## config.mk

```make
export PLATFORM = sky130hd
export DESIGN_NAME = circl_span
export DESIGN_NICKNAME = d
export VERILOG_FILES = /design/src/rtl/circl_span.sv
export SDC_FILE = /design/constraint.sdc
export NUM_CORES = 1
export LEC_CHECK = 0
export ABC_AREA = 1
export ABC_CLOCK_PERIOD_IN_PS = 5370
export CAP_MARGIN = 15
export CELL_PAD_IN_SITES_DETAIL_PLACEMENT = 1
export CELL_PAD_IN_SITES_GLOBAL_PLACEMENT = 1
export CORE_MARGIN = 5
export CORE_UTILIZATION = 40
export CTS_CLUSTER_SIZE = 30
export DETAILED_ROUTE_END_ITERATION = 8
export PLACE_DENSITY = 0.78
export SLEW_MARGIN = 15
export SYNTH_ARGS = -nofsm -noshare
export SYNTH_HDL_FRONTEND = slang
export SYNTH_SLANG_ARGS = --single-unit
export TNS_END_PERCENT = 100
```

## constraint.sdc

```tcl
create_clock -name i_clk -period 5.37 [get_ports i_clk]
set_input_delay 1.611 -clock i_clk [delete_from_list [all_inputs] [get_ports i_clk]]
set_output_delay 1.611 -clock i_clk [all_outputs]
set_load 0.01 [all_outputs]
```

## src/rtl/circl_span.sv

```systemverilog
// circl_span: sequential circle-span generator.
// Each request computes half_w = isqrt(R*R - dy*dy) for a filled circle of
// radius R on the scanline at vertical offset dy. One root bit per clock.
//
// Ports:
//   i_clk     system clock
//   i_rst_n   synchronous active-low reset
//   i_start   request strobe, sampled only while idle
//   i_radius  circle radius R, captured with i_start
//   i_dy      |vertical offset| from centre, captured with i_start
//   o_busy    high while a request is in flight (CALC/SQRT/DONE)
//   o_done    one-cycle pulse; o_half_w and o_inside are updated this cycle
//   o_inside  1 when dy <= R
//   o_half_w  span half-width, held until the next o_done
module circl_span #(
  parameter int unsigned W     = 5,
  parameter int unsigned ROUND = 0
) (
  input  logic         i_clk,
  input  logic         i_rst_n,
  input  logic         i_start,
  input  logic [W-1:0] i_radius,
  input  logic [W-1:0] i_dy,
  output logic         o_busy,
  output logic         o_done,
  output logic         o_inside,
  output logic [W-1:0] o_half_w
);

  localparam int unsigned CW = (W > 1) ? $clog2(W) : 1;

  localparam logic [1:0] ST_IDLE = 2'd0;
  localparam logic [1:0] ST_CALC = 2'd1;
  localparam logic [1:0] ST_SQRT = 2'd2;
  localparam logic [1:0] ST_DONE = 2'd3;

  localparam logic [CW-1:0] CNT_TOP = CW'(W - 1);

  logic [1:0]     r_state;
  logic [W-1:0]   r_radius;
  logic [W-1:0]   r_dy;
  logic           r_in_r;
  logic [2*W-1:0] r_x;
  logic [W:0]     r_rem;
  logic [W-1:0]   r_root;
  logic [CW-1:0]  r_cnt;
  logic           r_busy;
  logic           r_done;
  logic           r_inside;
  logic [W-1:0]   r_half_w;

  // Radicand: R*R - dy*dy, forced to zero when the scanline misses the circle.
  logic [2*W-1:0] w_r_sq;
  logic [2*W-1:0] w_dy_sq;
  logic [2*W-1:0] w_x;
  logic           w_in_r;

  assign w_r_sq  = {{W{1'b0}}, r_radius} * {{W{1'b0}}, r_radius};
  assign w_dy_sq = {{W{1'b0}}, r_dy} * {{W{1'b0}}, r_dy};
  assign w_in_r  = (r_dy <= r_radius);
  assign w_x     = w_in_r ? (w_r_sq - w_dy_sq) : '0;

  // One restoring step: bring down the next radicand bit pair and try to
  // subtract 4q+1. The accepted remainder always fits in W+1 bits, so the
  // subtraction is done at that width.
  logic [W+2:0] w_rem_sh;
  logic [W+2:0] w_trial;
  logic         w_ge;
  logic [W:0]   w_diff;
  logic [W:0]   w_rem_nxt;
  logic [W-1:0] w_root_nxt;

  assign w_rem_sh   = {r_rem, r_x[2*W-1 -: 2]};
  assign w_trial    = {1'b0, r_root, 2'b01};
  assign w_ge       = (w_rem_sh >= w_trial);
  assign w_diff     = w_rem_sh[W:0] - w_trial[W:0];
  assign w_rem_nxt  = w_ge ? w_diff : w_rem_sh[W:0];
  assign w_root_nxt = {r_root[W-2:0], w_ge};

  // Round to nearest: sqrt(x) >= q + 1/2 exactly when x - q*q > q.
  logic         w_round_up;
  logic [W:0]   w_sum;
  logic [W-1:0] w_half_w;

  assign w_round_up = (ROUND != 0) && (w_rem_nxt > {1'b0, w_root_nxt});
  assign w_sum      = {1'b0, w_root_nxt} + {{W{1'b0}}, w_round_up};
  assign w_half_w   = w_sum[W] ? '1 : w_sum[W-1:0];

  always_ff @(posedge i_clk) begin
    if (!i_rst_n) begin
      r_state  <= ST_IDLE;
      r_radius <= '0;
      r_dy     <= '0;
      r_in_r   <= 1'b0;
      r_x      <= '0;
      r_rem    <= '0;
      r_root   <= '0;
      r_cnt    <= '0;
      r_busy   <= 1'b0;
      r_done   <= 1'b0;
      r_inside <= 1'b0;
      r_half_w <= '0;
    end else begin
      r_done <= 1'b0;
      case (r_state)
        ST_IDLE: begin
          if (i_start) begin
            r_radius <= i_radius;
            r_dy     <= i_dy;
            r_busy   <= 1'b1;
            r_state  <= ST_CALC;
          end
        end
        ST_CALC: begin
          r_in_r  <= w_in_r;
          r_x     <= w_x;
          r_rem   <= '0;
          r_root  <= '0;
          r_cnt   <= CNT_TOP;
          r_state <= ST_SQRT;
        end
        ST_SQRT: begin
          r_x    <= {r_x[2*W-3:0], 2'b00};
          r_rem  <= w_rem_nxt;
          r_root <= w_root_nxt;
          if (r_cnt == '0) begin
            // Last step: publish the result so it is visible in the DONE cycle.
            r_done   <= 1'b1;
            r_half_w <= w_half_w;
            r_inside <= r_in_r;
            r_state  <= ST_DONE;
          end else begin
            r_cnt <= r_cnt - CW'(1);
          end
        end
        ST_DONE: begin
          r_busy  <= 1'b0;
          r_state <= ST_IDLE;
        end
        default: begin
          r_busy  <= 1'b0;
          r_state <= ST_IDLE;
        end
      endcase
    end
  end

  assign o_busy   = r_busy;
  assign o_done   = r_done;
  assign o_inside = r_inside;
  assign o_half_w = r_half_w;

endmodule

```

==> impl_metrics.ini <==
[run_status]
outcome = completed

[critical_path]
cpMostUsedCell = sky130_fd_sc_hd__fa_1
stage_delay_of_the_slowest_cell_on_the_critical_path_ns = 0.54
crit_required_ns = 5.52
cp_slowest_cell = sky130_fd_sc_hd__fa_1
worst_setup_path_end_kind = register
criticalPathCategory = reg -> reg
worst-path-max-fanout = 8
crit_path_cell_trace = nand2_1 -> fa_1 -> fa_1 -> fa_1 -> fa_1 -> inv_1 -> fa_1 -> inv_1 -> ha_1 -> a21oi_1 -> nand2_1 -> a21oi_1 -> nand2_1 -> nand3_1 -> a21oi_1
startpoint_type = register
worst-endpoint-arrival_ns = 4.62

[die]
coreArea_sq_um = 9110
num_io_pins = 21
die_h_microns = 106
die_x_microns = 106
placement_rows = 35
design.die.area_sq_um = 11200
initial_utilization = 0.404

[min_path]
min_path_type = reg -> reg

[placement]
gpl.final_weighted_congestion = 0.844
detailed_place_hpwl_microns = 7030
placement.io_buffers = 20

[yosys]
synth_top_family_by_area = adder cells
synth_seq_cells = 45
yosys.area_share.adder = 0.273
synthMostInstantiatedCell = sky130_fd_sc_hd__inv_1
syn-num-nets = 584
yosys-mux-area-fraction = 0
synthFlopType = sky130_fd_sc_hd__dfxtp_1
synth.yosys.seq_area_share = 0.245
ys_async_sr_fraction = 0
synth-compound-area-share = 0.130
synth_simple_gate_area_frac = 0.206
ys_top_cells_by_area = sky130_fd_sc_hd__dfxtp_1 24%, sky130_fd_sc_hd__ha_1 15%, sky130_fd_sc_hd__fa_1 12%, sky130_fd_sc_hd__inv_1 12%, sky130_fd_sc_hd__nand2_1 11%
synth_edf_count = 0
synth.top_cell.area_share = 0.245
synthesis.area_sq_um = 3680
synth_xor_xnor_area_share = 0.0143
yosys-top-cells-count = 113 x sky130_fd_sc_hd__inv_1, 110 x sky130_fd_sc_hd__nand2_1, 45 x sky130_fd_sc_hd__dfxtp_1, 45 x sky130_fd_sc_hd__ha_1, 43 x sky130_fd_sc_hd__a21oi_1
avgSynthCellArea_sq_um = 7.31
synthCells = 504
synth_largest_area_cell = sky130_fd_sc_hd__dfxtp_1
yosysWarnings = 0
synth.distinct_cells = 35

[clocking]
cts_post_setup_buffers_inserted = 0
insertion_delay_ns = 0.30
clk_transition_reported_paths_ns = 0.09
tritoncts = done
htree_num_levels = 2
tritoncts.num_buffers = 5
cts-root-buf = sky130_fd_sc_hd__clkbuf_8
ctsLongestPathBuffers = 2
cts_hold_buf = 0
postCtsResizedCells = 0
clock_sinks = 45

[routing]
drt-initial-drc-count = 78
detailroute.via_count = 3172
first_pass_drt_iterations = 4
remaining_drc_errors = 0
post_drt_wl_per_cell_microns = 13.6
drt_wl_total_microns = 8630
vias_per_cell = 5.02
detail-route-antenna-nets = 0

[sta]
worst_pin_slew_ns = 0.880
setup_total_negative_slack_ns = 0
hold_viol = 0
worst_clock_skew_ns = 0.00880
final-max-slew-violation-count = 0
finalCritPeriodShare = 0.831
slew-limit-headroom = 0.413
setup-violations-final = 0
post-route-min-period_ns = 4.46
maximum_clock_rate_ghz = 0.224
rsz0062_at_grt = no

[finish]
antenna_cells_inserted = 0
final_nets = 600
post_route_cells_drive_above_1_share = 0.0422
fillers = 1184
area.growth.synth_to_final_pct = 10.5

[global_routing]
first_global_vias = 3444
grt_busiest_layer = met2
groute.usage.overall = 0.165
grt_util_met1 = 0.205
use_met3 = 0.0225
grt_max_degree = 26
grt_first_pass_wirelength_microns = 15600
grt_antenna_before_repair = 0
grt.overflow.total = 0
use_met2 = 0.308

[flow_run]
drv.max_cap_violation_count = 0
[worst max-delay path: cells and delay by family (launching register included)]
| kind | cells | cell delay (ns) |
|---|---|---|
| fa+ha+maj | 6 | 2.95 |
| buf+inv | 2 | 0.09 |
| simple gates | 4 | 0.41 |
| flops | 1 | 0.48 |
| compound gates | 3 | 0.37 |
[per-stage QoR]
step                       util  setup WS (ns)  std cells  hold slack, ns  instance area (sq um)
after floorplan               -           1.18        504           0.440                   3680
after global placement    0.436           1.01        624           0.435                   3970
after detailed placement  0.436          0.854        624           0.444                   3970
after CTS                 0.447          0.883        632           0.456                   4070
after global routing      0.447          0.566        632           0.467                   4070
final                     0.447          0.905        632           0.458                   4070
[layout by cell type, fill, tap and decap left out, types with 16 or more instances in the layout]
cell,n
sky130_fd_sc_hd__fa_1,22
sky130_fd_sc_hd__dfxtp_1,45
sky130_fd_sc_hd__o21ai_0,23
sky130_fd_sc_hd__clkdlybuf4s50_1,20
sky130_fd_sc_hd__ha_1,45
sky130_fd_sc_hd__nand3_1,27
sky130_fd_sc_hd__a21oi_1,43
sky130_fd_sc_hd__nor2_1,16
sky130_fd_sc_hd__nand2_1,110
sky130_fd_sc_hd__inv_1,113
[sequential cells by signal, indices dropped and copies added (netlist names)]
register,cells
r_x,10
r_in_r,1
r_rem,6
r_radius,5
o_inside,1
r_dy,5
o_busy,1
r_state,2
r_cnt,3
o_done,1
r_root,5
o_half_w,5
[layout make-up]
cell class | count | area, sq um | share of cell area
clock inverter | 3 | 25.0 | 0.00615
clock buffer | 5 | 68.8 | 0.0169
timing repair buffer | 20 | 200 | 0.0492
tap | 111 | 139 | 0.0341
sequential | 45 | 901 | 0.221
inverter | 116 | 435 | 0.107
multi-input combinational | 332 | 2300 | 0.565
[per-layer routing]
metal	share of wire	up-vias
met5	0	-
met4	0.0099	0
met3	0.020	11
met2	0.50	32
met1	0.47	1528
li1	-	1601
[worst paths after layout]
check,from,endpoint,slack [ns],cells past startpoint
worst min-delay path,o_half_w[1],o_half_w[1],0.46,2
worst max-delay path,r_dy[0],r_x[9],0.91,15
worst max register to register,r_dy[0],r_x[9],0.91,15
worst min register to register,o_half_w[1],o_half_w[1],0.46,2
[cells by family after synthesis]
| kind of cell | count (synthesis) |
|---|---|
| AOI/OAI and AO/OA | 84 |
| other | 1 |
| DFF | 45 |
| xor gates and xnor gates | 6 |
| adders and majority gates | 67 |
| buffers and inverters | 127 |
| and+or+nand+nor | 174 |
Power is not shown: default switching activity piles up to over one toggle a cycle in this logic, so the estimate is an artifact.
==> variant: new RTL, same flow settings <==
The parameter `ROUND` goes from 0 to 1.
--- a/src/rtl/circl_span.sv
+++ b/src/rtl/circl_span.sv
@@ -16,3 +16,3 @@
   parameter int unsigned W     = 5,
-  parameter int unsigned ROUND = 0
+  parameter int unsigned ROUND = 1
 ) (
Function: changed (a bounded check fails within 10 cycles, from zero or initial values and one cycle with i_rst_n low).
==> variant against the unedited design <==
- die area rose by 6.2%
- cell area rose by 6.6%
- setup slack worse by 0.046 ns
- synthesized area up 6.9%
- sequential share of layout area decreased by 1.4 points
- fmax decreased by 1.0%
- final cell count increased by 5.9%
- wire length is 8.5% higher
- sequential cell count did not move
- utilization is 0.11 points higher
- largest cell class unchanged
Power is left out: the tool's default activity adds up to more than one toggle a clock period on the data nets, which glitch-free logic cannot reach.
==> variant: results (changes against the unedited design) <==
worst hold path type flop to flop (unchanged); multiplexer share of the synthesized area 0 (unchanged); met3 Track Usage GR 0.0207 (was 0.0225); top sig layer met4 (unchanged); distinct cell type count after synthesis 45 (was 35); Layout Skew 0.0125 ns (was 0.00880 ns); clock buffer depth 2 (unchanged); Synth Area in Adders 0.287 (was 0.273); post-route minimum period 4.51 ns (was 4.46 ns); largest net degree at the start of global routing 29 (was 26); worst hold path endpoint o_inside (was o_half_w[1]); Placed Area 4250 um2 (was 3970 um2); placer congestion estimate 0.807 (was 0.844); Post-Synthesis Cells 518 (was 504); gr usage total 0.172 (was 0.165); Critical Path AT 4.69 ns (was 4.62 ns); cells on worst reg2reg path 14 (was 15); WHS 0.472 ns (was 0.458 ns); met3 wire length 192 um (was 172 um); # diodes 0 (unchanged); GRT met1 Usage 0.225 (was 0.205); layout cells sized above 1 0.0690 (was 0.0422); Compound-Gate Fraction of Synth Area 0.132 (was 0.130); startpoint types flop (unchanged); Post-synth ARST share 0 (unchanged); nets@finish 625 (was 600); worst reg2reg endpoint r_x[5] (was r_x[9]); First DRT Iteration DRCs 89 (was 78); Synthesized Nets 608 (was 584); FF-to-FF setup slack 0.86 ns (was 0.91 ns); M1 WL 4.43 mm (was 4.02 mm); post-DP HPWL 7.73 mm (was 7.03 mm); Finished Layout Cells 669 (was 632); commonest cells in the netlist 111 x nand2_1, 100 x inv_1, 55 x ha_1 (was 113 x inv_1, 110 x nand2_1, 45 x dfxtp_1, 45 x ha_1, 43 x a21oi_1); ranking of synthesized cells by area dfxtp_1 23%, ha_1 17%, fa_1 11%, nand2_1 11%, inv_1 9.5% (was dfxtp_1 24%, ha_1 15%, fa_1 12%, inv_1 12%, nand2_1 11%); run status finished, final reports clean (unchanged); Rel. slew slack 0.601 (was 0.413); Via Count 3,344 (was 3,172); pre-CTS setup slack 0.813 ns (was 0.854 ns); CTS H-tree depth 2 (unchanged); GR Layer Usage met2 0.309 (was 0.308); Total Wirelength 9.36 mm (was 8.63 mm); vias in the first global route 3,634 (was 3,444); register area share after synthesis 0.229 (was 0.245); met2 routed WL 4.68 mm (was 4.35 mm); placed cells 661 (was 624); hold_sp o_inside (was o_half_w[1]); initial antenna violation count 0 (unchanged); area share of xor/xnor cells in the synthesized design 0.0200 (was 0.0143); first-pass GRT wire length 16.5 mm (was 15.6 mm)
## variant: cell families after synthesis
logic type,Yosys count
AOI/OAI and AO/OA,88
other,1
DFF,45
adders and majority gates,77
and+or+nand+nor,184
buffers and inverters,114
xor gates and xnor gates,9
## variant: worst max-delay path: stages (launching register included)
cell	delay, ns
dfxtp_1	0.51
nand2_1	0.15
fa_1	0.51
fa_1	0.53
fa_1	0.53
fa_1	0.55
inv_1	0.05
fa_1	0.49
inv_1	0.04
ha_1	0.36
nand2_1	0.13
nand3_1	0.11
or2_2	0.28
nand3_1	0.08
a21oi_1	0.06
## variant: worst max path at each step
stage | to
finish | r_x[5]
global route | r_x[6]
CTS | r_x[5]
detailed placement | r_x[5]
global placement | r_x[5]
floorplan | r_x[5]
## variant: area by class of cell
type                            instances  area, um2
Clock buffer                            5       68.8
Fill cell                            1225       5350
Multi-Input combinational cell        359       2580
Clock inverter                          3       21.3
Timing Repair Buffer                   20        200
Tap cell                              133        166
Sequential cell                        45        901
Inverter                              104        395
